**config.mk**
```make
export PLATFORM = sky130hd
export DESIGN_NAME = aes_key_expand
export DESIGN_NICKNAME = d
export VERILOG_FILES = /design/src/rtl/aes_pkg.sv /design/src/rtl/aes_sbox.sv /design/src/rtl/aes_key_expand.sv
export SDC_FILE = /design/constraint.sdc
export NUM_CORES = 2
export LEC_CHECK = 0
export CAP_MARGIN = 20
export CORE_UTILIZATION = 35
export DETAILED_ROUTE_END_ITERATION = 12
export GPL_ROUTABILITY_DRIVEN = 1
export PLACE_DENSITY_LB_ADDON = 0.2
export SETUP_SLACK_MARGIN = 0.2
export SKIP_CTS_REPAIR_TIMING = 1
export SYNTH_ARGS = -nofsm -noshare
export SYNTH_HDL_FRONTEND = slang
export SYNTH_HIERARCHICAL = 1
export SYNTH_SLANG_ARGS = --single-unit
export TNS_END_PERCENT = 20
```
**constraint.sdc**
```tcl
create_clock -name clk -period 18.51 [get_ports clk]
set_input_delay 3.702 -clock clk [delete_from_list [all_inputs] [get_ports clk]]
set_output_delay 3.702 -clock clk [all_outputs]
set_load 0.01 [all_outputs]
```
**src/rtl/aes_pkg.sv**
```systemverilog
`default_nettype none
// ============================================================================
// Module   : aes_pkg
// Purpose  : Shared AES-128 types, constants and the GF(2^8) xtime helper.
// Revision : 1.0 - initial release
// ============================================================================
package aes_pkg;

    typedef logic [127:0] key_128;
    typedef logic [31:0]  aes_word;
    typedef logic [7:0]   ByteType;

    localparam int      NR        = 10;
    localparam ByteType RCON_INIT = 8'h01;

    // Multiply by x in GF(2^8) modulo x^8 + x^4 + x^3 + x + 1.
    function automatic ByteType xtime(input ByteType b);
        return {b[6:0], 1'b0} ^ (b[7] ? 8'h1B : 8'h00);
    endfunction

endpackage
`default_nettype wire

```
**src/rtl/aes_sbox.sv**
```systemverilog
`default_nettype none
// ============================================================================
// Module   : aes_sbox
// Purpose  : Combinational AES S-box: GF(2^8) inverse followed by the affine map.
// Revision : 1.0 - initial release
// ============================================================================
module aes_sbox (
    input  logic [7:0] i_byte,
    output logic [7:0] o_byte
);
    import aes_pkg::*;

    function automatic ByteType gf_mul(input ByteType a, input ByteType b);
        ByteType p;
        ByteType x;
        p = '0;
        x = a;
        for (int i = 0; i < 8; i++) begin
            if (b[i]) p = p ^ x;
            x = xtime(x);
        end
        return p;
    endfunction

    // a^254 == a^-1 for a != 0, and maps 0 to 0 as the S-box requires.
    function automatic ByteType gf_inv(input ByteType a);
        ByteType r;
        ByteType s;
        r = 8'h01;
        s = a;
        for (int k = 1; k < 8; k++) begin
            s = gf_mul(s, s);
            r = gf_mul(r, s);
        end
        return r;
    endfunction

    ByteType w_inv;

    assign w_inv  = gf_inv(i_byte);
    assign o_byte = w_inv
                  ^ {w_inv[6:0], w_inv[7]}
                  ^ {w_inv[5:0], w_inv[7:6]}
                  ^ {w_inv[4:0], w_inv[7:5]}
                  ^ {w_inv[3:0], w_inv[7:4]}
                  ^ 8'h63;

endmodule
`default_nettype wire

```
**src/rtl/aes_key_expand.sv**
```systemverilog
`default_nettype none
// ============================================================================
// Module   : aes_key_expand
// Purpose  : AES-128 key schedule, one round per cycle, with an NR+1 entry
//            round-key store and a registered random-access read port.
//            Optional feature macro: AES_KEY_ZEROIZE_EN (zeroize_i port).
// Revision : 1.0 - initial release
// ============================================================================
module aes_key_expand #(
    parameter int NR    = 10,
    parameter int IDX_W = 4
) (
    input  logic             clk,
    input  logic             rst,
    input  logic [127:0]     key_i,
    input  logic             key_valid_i,
    output logic             key_ready_o,
`ifdef AES_KEY_ZEROIZE_EN
    input  logic             zeroize_i,
`endif
    input  logic             rk_rd_en_i,
    input  logic [IDX_W-1:0] rk_rd_idx_i,
    output logic [127:0]     rk_o,
    output logic             rk_valid_o,
    output logic             rk_err_o,
    output logic             keys_valid_o,
    output logic             done_o,
    output logic             busy_o
);
    import aes_pkg::*;

    typedef enum logic [1:0] {
        S_IDLE   = 2'd0,
        S_EXPAND = 2'd1,
        S_DONE   = 2'd2
    } state_t;

    localparam logic [IDX_W-1:0] c_last_idx = IDX_W'(NR);

    state_t           r_state;
    key_128           r_rk [0:NR];
    aes_word          r_w0, r_w1, r_w2, r_w3;
    ByteType          r_rcon;
    logic [IDX_W-1:0] r_rnd;
    logic [IDX_W:0]   r_wr_cnt;

    aes_word          w_rot, w_sub, w_temp;
    aes_word          w_n0, w_n1, w_n2, w_n3;
    key_128           w_next;
    logic             w_accept;
    logic             w_expand_wr;

    // ------------------------------------------------------------------
    // One round of the key schedule, fully combinational.
    // ------------------------------------------------------------------
    assign w_rot = {r_w3[23:0], r_w3[31:24]};

    generate
        for (genvar b = 0; b < 4; b++) begin : g_subword
            aes_sbox u_sbox (
                .i_byte (w_rot[8*b +: 8]),
                .o_byte (w_sub[8*b +: 8])
            );
        end
    endgenerate

    assign w_temp = w_sub ^ {r_rcon, 24'h000000};
    assign w_n0   = r_w0 ^ w_temp;
    assign w_n1   = r_w1 ^ w_n0;
    assign w_n2   = r_w2 ^ w_n1;
    assign w_n3   = r_w3 ^ w_n2;
    assign w_next = {w_n0, w_n1, w_n2, w_n3};

`ifdef AES_KEY_ZEROIZE_EN
    assign w_accept    = key_valid_i & key_ready_o & ~zeroize_i;
    assign w_expand_wr = (r_state == S_EXPAND) & ~zeroize_i;
`else
    assign w_accept    = key_valid_i & key_ready_o;
    assign w_expand_wr = (r_state == S_EXPAND);
`endif

    // ------------------------------------------------------------------
    // Control FSM
    // ------------------------------------------------------------------
    always_ff @(posedge clk) begin
        if (rst) begin
            r_state      <= S_IDLE;
            r_w0         <= '0;
            r_w1         <= '0;
            r_w2         <= '0;
            r_w3         <= '0;
            r_rcon       <= RCON_INIT;
            r_rnd        <= '0;
            r_wr_cnt     <= '0;
            key_ready_o  <= 1'b1;
            busy_o       <= 1'b0;
            keys_valid_o <= 1'b0;
            done_o       <= 1'b0;
        end
`ifdef AES_KEY_ZEROIZE_EN
        else if (zeroize_i) begin
            r_state      <= S_IDLE;
            r_rcon       <= RCON_INIT;
            r_rnd        <= '0;
            r_wr_cnt     <= '0;
            key_ready_o  <= 1'b1;
            busy_o       <= 1'b0;
            keys_valid_o <= 1'b0;
            done_o       <= 1'b0;
        end
`endif
        else begin
            case (r_state)
                S_IDLE, S_DONE: begin
                    done_o <= 1'b0;
                    if (w_accept) begin
                        r_state      <= S_EXPAND;
                        r_w0         <= key_i[127:96];
                        r_w1         <= key_i[95:64];
                        r_w2         <= key_i[63:32];
                        r_w3         <= key_i[31:0];
                        r_rcon       <= RCON_INIT;
                        r_rnd        <= IDX_W'(1);
                        r_wr_cnt     <= (IDX_W+1)'(1);
                        key_ready_o  <= 1'b0;
                        busy_o       <= 1'b1;
                        keys_valid_o <= 1'b0;
                    end
                end
                S_EXPAND: begin
                    r_w0     <= w_n0;
                    r_w1     <= w_n1;
                    r_w2     <= w_n2;
                    r_w3     <= w_n3;
                    r_rcon   <= xtime(r_rcon);
                    r_rnd    <= r_rnd + IDX_W'(1);
                    r_wr_cnt <= r_wr_cnt + (IDX_W+1)'(1);
                    if (r_rnd == c_last_idx) begin
                        r_state      <= S_DONE;
                        key_ready_o  <= 1'b1;
                        busy_o       <= 1'b0;
                        keys_valid_o <= 1'b1;
                        done_o       <= 1'b1;
                    end
                end
                default: begin
                    r_state     <= S_IDLE;
                    key_ready_o <= 1'b1;
                    busy_o      <= 1'b0;
                    done_o      <= 1'b0;
                end
            endcase
        end
    end

    // ------------------------------------------------------------------
    // Round-key store
    // ------------------------------------------------------------------
`ifdef AES_KEY_ZEROIZE_EN
    always_ff @(posedge clk) begin
        if (rst || zeroize_i) begin
            for (int i = 0; i <= NR; i++) r_rk[i] <= '0;
        end else begin
            if (w_accept)    r_rk[0]     <= key_i;
            if (w_expand_wr) r_rk[r_rnd] <= w_next;
        end
    end
`else
    // No reset on the store; wr_cnt alone decides what reads are valid.
    always_ff @(posedge clk) begin
        if (!rst) begin
            if (w_accept)    r_rk[0]     <= key_i;
            if (w_expand_wr) r_rk[r_rnd] <= w_next;
        end
    end
`endif

    // ------------------------------------------------------------------
    // Registered read port; sees the store and wr_cnt as they were
    // before this edge, so a read racing a restart returns the old key.
    // ------------------------------------------------------------------
    always_ff @(posedge clk) begin
        if (rst) begin
            rk_o       <= '0;
            rk_valid_o <= 1'b0;
            rk_err_o   <= 1'b0;
        end else if (rk_rd_en_i) begin
            if (rk_rd_idx_i > c_last_idx) begin
                rk_o       <= '0;
                rk_valid_o <= 1'b0;
                rk_err_o   <= 1'b1;
            end else begin
                rk_o       <= r_rk[rk_rd_idx_i];
                rk_valid_o <= ({1'b0, rk_rd_idx_i} < r_wr_cnt);
                rk_err_o   <= 1'b0;
            end
        end else begin
            rk_valid_o <= 1'b0;
            rk_err_o   <= 1'b0;
        end
    end

endmodule
`default_nettype wire

```
Yosys cells after proc, flatten, opt, wreduce, memory -nomap -nowiden

Memories as Yosys holds them, arrays and structs flattened.
Index checks and enable logic that the tools add are counted.

Flip-flop bits (word level): 281
Bits in writable memories: 1408
Input port bits: 136
Output and inout bits: 134
Word-level logic and storage cells: 1664
Memories: 1

Add/subtract/negate cells: 2
Magnitude comparators: 2
Eq/ne operators: 5
Muxes and demuxes: 845
Bitwise logic cells: 785
Reduce and logical (&&, ||, !) cells: 9

Memories:

| memory | depth | width | read ports | clocked after memory_dff | write ports | RTL line             | RTL |
|---|---|---|---|---|---|---|---|
| r_rk   | 11    | 128   | 1          | 0                        | 2           | aes_key_expand.sv:41 | `key_128 r_rk [0:NR];` |

Operator list:

| cell                | count |
|---|---|
| $xor 8x8->8         | 744 |
| $mux 8              | 421 |
| $mux 5              | 370 |
| $pmux 32 s2         | 4 |
| $xor 32x32->32      | 5 |
| $mux 128            | 1 |
| $mux 32             | 4 |
| $mux 7              | 4 |
| $not 1->1 const A   | 28 |
| $mux 6              | 4 |
| $mux 4              | 5 |
| $not 4->4           | 4 |
| $pmux 8 s2          | 1 |
| $mux 1              | 15 |
| $mux 2              | 6 |
| $mux 3              | 4 |
| $pmux 5 s2          | 1 |
| $pmux 4 s2          | 1 |
| $xor 8x5->8         | 1 |
| $pmux 1 s2          | 3 |
| $reduce_or 2->1     | 3 |
| $add 5x1->5 const B | 1 |
| $lt 4x5->1          | 1 |
| $add 4x1->4 const B | 1 |
| 14 further kinds    | 16 |

Depth between registers and ports, before layout

Word-level depth: 138
Mapped depth: 66
Gate-level depth less buffers: 57

By module

The synthesis kept the hierarchy.

By module, submodules not included:

| module         | times used | cells each | area each (um2) | seq. area each (um2) |
|---|---|---|---|---|
| aes_key_expand | 1          | 4317       | 68647.1         | 47905.9 |
| aes_sbox       | 4          | 1942       | 15220.8         | 0.0 |

Worst setup path after synthesis

Ideal clock, no wire load.

Kind: reg2reg
From: reg r_w3[15]
To: mem r_rk[0][16] (netlist name), data pin
Library setup time: 262 ps
Arrival: 15732 ps
Data required time: 18248 ps
Path slack: 2516 ps
Stages on the path, launching flop included: 64
Path buffers: 7
Clock period less this slack: 15994 ps
Path through: dfxtp_1 buf_2 buf_2 nand2_1 xor2_1 inv_2 buf_1 clkbuf_1 ha_1 buf_1 nand2_1 xor2_1 xnor2_1 clkinv_1 buf_1 ha_1 xnor2_1 nand2_1 [... 28 more ...] a21oi_1 xnor2_4 inv_2 xnor2_2 xor2_2 nor2_1 xnor3_1 xnor2_1 xnor3_1 xnor3_1 xnor2_1 xnor2_1 inv_2 xnor2_2 inv_2 xnor2_4 xnor2_1 mux2_1

RTL lines:

| element                | RTL line              | RTL |
|---|---|---|
| start, declared        | aes_key_expand.sv:42  | `aes_word r_w0, r_w1, r_w2, r_w3;` |
| start signal, assigned | aes_key_expand.sv:121 | `r_w3 <= key_i[31:0];` |
| start signal, assigned | aes_key_expand.sv:134 | `r_w3 <= w_n3;` |
| end, declared          | aes_key_expand.sv:41  |  |

==> summary.md <==
| Metric | Value |
|---|---|
| Outcome | `finished, final reports clean` |
| Critical path startpoint category | `register` |
| Post-layout min period | `17590 ps` |
| Mapped Nets | `12300` |
| Slew margin rel. | `23.7%` |
| Std-Cell Core Area | `369000 sq um` |
| Number of cell rows | `223` |
| Cell depth of the worst flop-to-flop path | `55` |
| Finished Cell Area | `146000 sq um` |
| Biggest cell delay along the critical path | `660 ps` |
| Capturing element type of the critical path | `register` |
| Layout Nets | `12500` |
| DRT Wirelength | `437000 um` |
| Max-slew violation count | `0` |
| DP HPWL | `295000 um` |
| Count of input and output buffers | `269` |
| Maximum level of the CTS H-tree | `4` |
| Worst reg2reg endpoint | `r_rk[0][17]$_DFFE_PP_` |
| Antenna violation net count after detailed routing | `0` |
| Share of layout cells above drive strength 1 | `16.5%` |
| Cell variety after synth | `120` |
| Initial core utilization | `35.1%` |
| Prevailing post-synth register cell | `edfxtp_1` |
| Via count of the first global-routing pass | `94900` |
| Reg2Reg Setup Slack | `920 ps` |
| Overall fraction of global-route tracks in use | `22.7%` |
| Max Root-Sink Buffers | `4` |
| Ys Warns | `6` |
| Tightest Pin Transition | `1140 ps` |
| Async set-reset flop share out of synthesis | `0%` |
| Die span in x | `610 um` |
| Terminating pin of the worst hold path | `r_rcon[7]$_SDFFE_PP0P_` |
| Post-synthesis cell type with the largest combined area | `edfxtp_1` |
| Final count of negative-setup-slack endpoints | `0` |
| Setup repair after global routing missed its margin | `yes` |
| Number of stages on the worst hold path | `2` |
| Origin of the critical flop-to-flop path | `r_w3[8]$_SDFFE_PP0P_` |
| Commonest non-fill, non-tap cell in the layout | `edfxtp_1` |
| Pre-Repair DR Iteration Count | `10` |
| Via/cell ratio | `5.55` |
| Final Hold Fails | `0` |
| Commonest cells after routing, fill and taps aside | `edfxtp_1 (1408), xnor2_1 (1367), nor2_1 (1185)` |
| Share of the synthesized area in the top cell type | `32.6%` |
| Top post-synthesis cells by area | `edfxtp_1 (33%), xnor2_1 (9.8%), xnor3_1 (6.2%)` |
| CP required | `19060 ps` |
| Total standard cell area after synthesis | `130000 sq um` |
| DRC Markers | `0` |
| Reg clk slew, reported paths | `60 ps` |
| Multi-input logic area | `78100 sq um` |
| Clock Latency Late Sink | `890 ps` |
| EDFF count, synth | `1408` |
| Maximum number of pins on one net before global-route repair | `140` |
| DR iter-0 viols | `8974` |
| TritonCTS Sinks | `1689` |
| Area of the die | `373000 sq um` |
| Signed area change from the synthesized netlist to the final layout | `12.7%` |
| CP Class | `register to register` |
| Source of the worst hold timing path | `r_rcon[6]$_SDFFE_PP0P_` |
| Arrival time of the worst setup path | `18130 ps` |
| First-pass GRT wire length | `644000 um` |
| Final critical-path share of the clock period | `95.0%` |
| Residual overflow from global routing | `0` |
| Sequential cell area fraction in the yosys report | `37.0%` |
| Total CTS buffers | `179` |
| CTS root buffer | `clkbuf_16` |
| Launch point of the worst path | `r_w3[8]$_SDFFE_PP0P_` |
| Via count of the routed design | `96700` |
| Critical-path maximum fanout | `16` |
| Top-level I/O count | `270` |
| Worst Hold Class | `register to register` |
| Initial antenna violation count | `27` |
| Number of instances in the synthesized netlist | `12100` |
| Highest-delay cell along the critical path | `xnor3_2` |
| Maximum operating frequency | `0.0569 GHz` |
| Standard cell area after detailed placement | `139000 sq um` |
| Die span in y | `610 um` |
| Routability cong. | `0.889` |
| Clock Skew | `124 ps` |
| Flip-flop and latch count after synthesis | `1689` |
| Post-Synthesis Mean Instance Area | `10.7 sq um` |
| WL per Instance | `25.1 um` |
| Clock tree from TritonCTS | `yes` |
| Cell with the most instances on the worst path | `xnor3_1` |
| MaxCap Viol Count | `0` |
| Sequential Area | `47900 sq um` |
| Fill cell count | `35300` |
## worst max-delay path by stage
stage	to	slack [ps]	depth (start not counted)
floorplan	r_rk[0][16]$_DFFE_PP_	2520	63
global placement	r_rk[0][7]$_DFFE_PP_	-330	57
detailed placement	r_rk[0][7]$_DFFE_PP_	-450	55
CTS	r_rk[0][7]$_DFFE_PP_	-530	56
global route	r_rk[0][16]$_DFFE_PP_	120	58
finish	r_rk[0][17]$_DFFE_PP_	920	55
## per-layer routing
layer  track usage (%)  up-vias  routed length, um
met3              1.98      603              23000
li1                  -    44100                  -
met1              30.2    48800             186000
met4              7.73        4              16300
met5                 0        -                 27
met2              38.8     3206             212000
## cell families after synthesis
kind of cell    share of synthesized area, %
simple gates                            12.9
xor+xnor                                25.6
compound gates                          11.3
flops                                   37.0
buf+inv                                 3.64
mux                                     9.25
fa+ha+maj                              0.379
## synthesized netlist by cell type, drive strengths merged, types with 281 or more instances
cell type / n
a21oi: 600
xnor2: 1718
xor2: 446
clkbuf: 417
edfxtp: 1408
nor3: 291
mux2i: 368
dfxtp: 281
buf: 391
o21ai: 617
nand2: 1185
xnor3: 410
nor2: 1215
## sequential cells by signal (all words and copies together) (netlist names), 2 cells and up
name and count:
r_rcon 8, r_rk 1408, r_rnd 4, r_state 2
r_w0 32, r_w1 32, r_w2 32, r_w3 32
r_wr_cnt 5, rk_o 128
## cell type report
class	count	share of cell area, %
multi-input cells	9407	53.5
flip-flops and latches	1689	32.8
repair buffers	847	5.04
diodes	14	0.0240
clock buffers	252	3.36
inverters	183	0.471
well taps	4950	4.24
clock inverters	72	0.485
## critical path, delay by kind of cell (launching register included)
kind,cells,cell delay [ps]
DFF,1,580
xor gates and xnor gates,32,11740
AOI/OAI and AO/OA,4,640
and+or+nand+nor,8,1380
adders and majority gates,3,1170
muxes,3,800
buffers and inverters,5,990
## metrics by stage
| stage | setup WS (ps) | TNS (ps) | hold slack [ps] | instances | util [%] |
|---|---|---|---|---|---|
| 5_1_grt | 124 | 0 | 499 | 17400 | 39.6 |
| 6_report | 925 | 0 | 476 | 17400 | 39.6 |
| 4_1_cts | -526 | -12580 | 480 | 17400 | 39.2 |
| 3_3_place_gp | -332 | -2760 | 466 | 17000 | 37.7 |
| 3_5_place_dp | -451 | -8030 | 475 | 17000 | 37.7 |
| 2_1_floorplan | 2520 | 0 | 446 | 12100 | - |
Power is not shown: default switching activity piles up to over one toggle a cycle in this logic, so the estimate is an artifact.
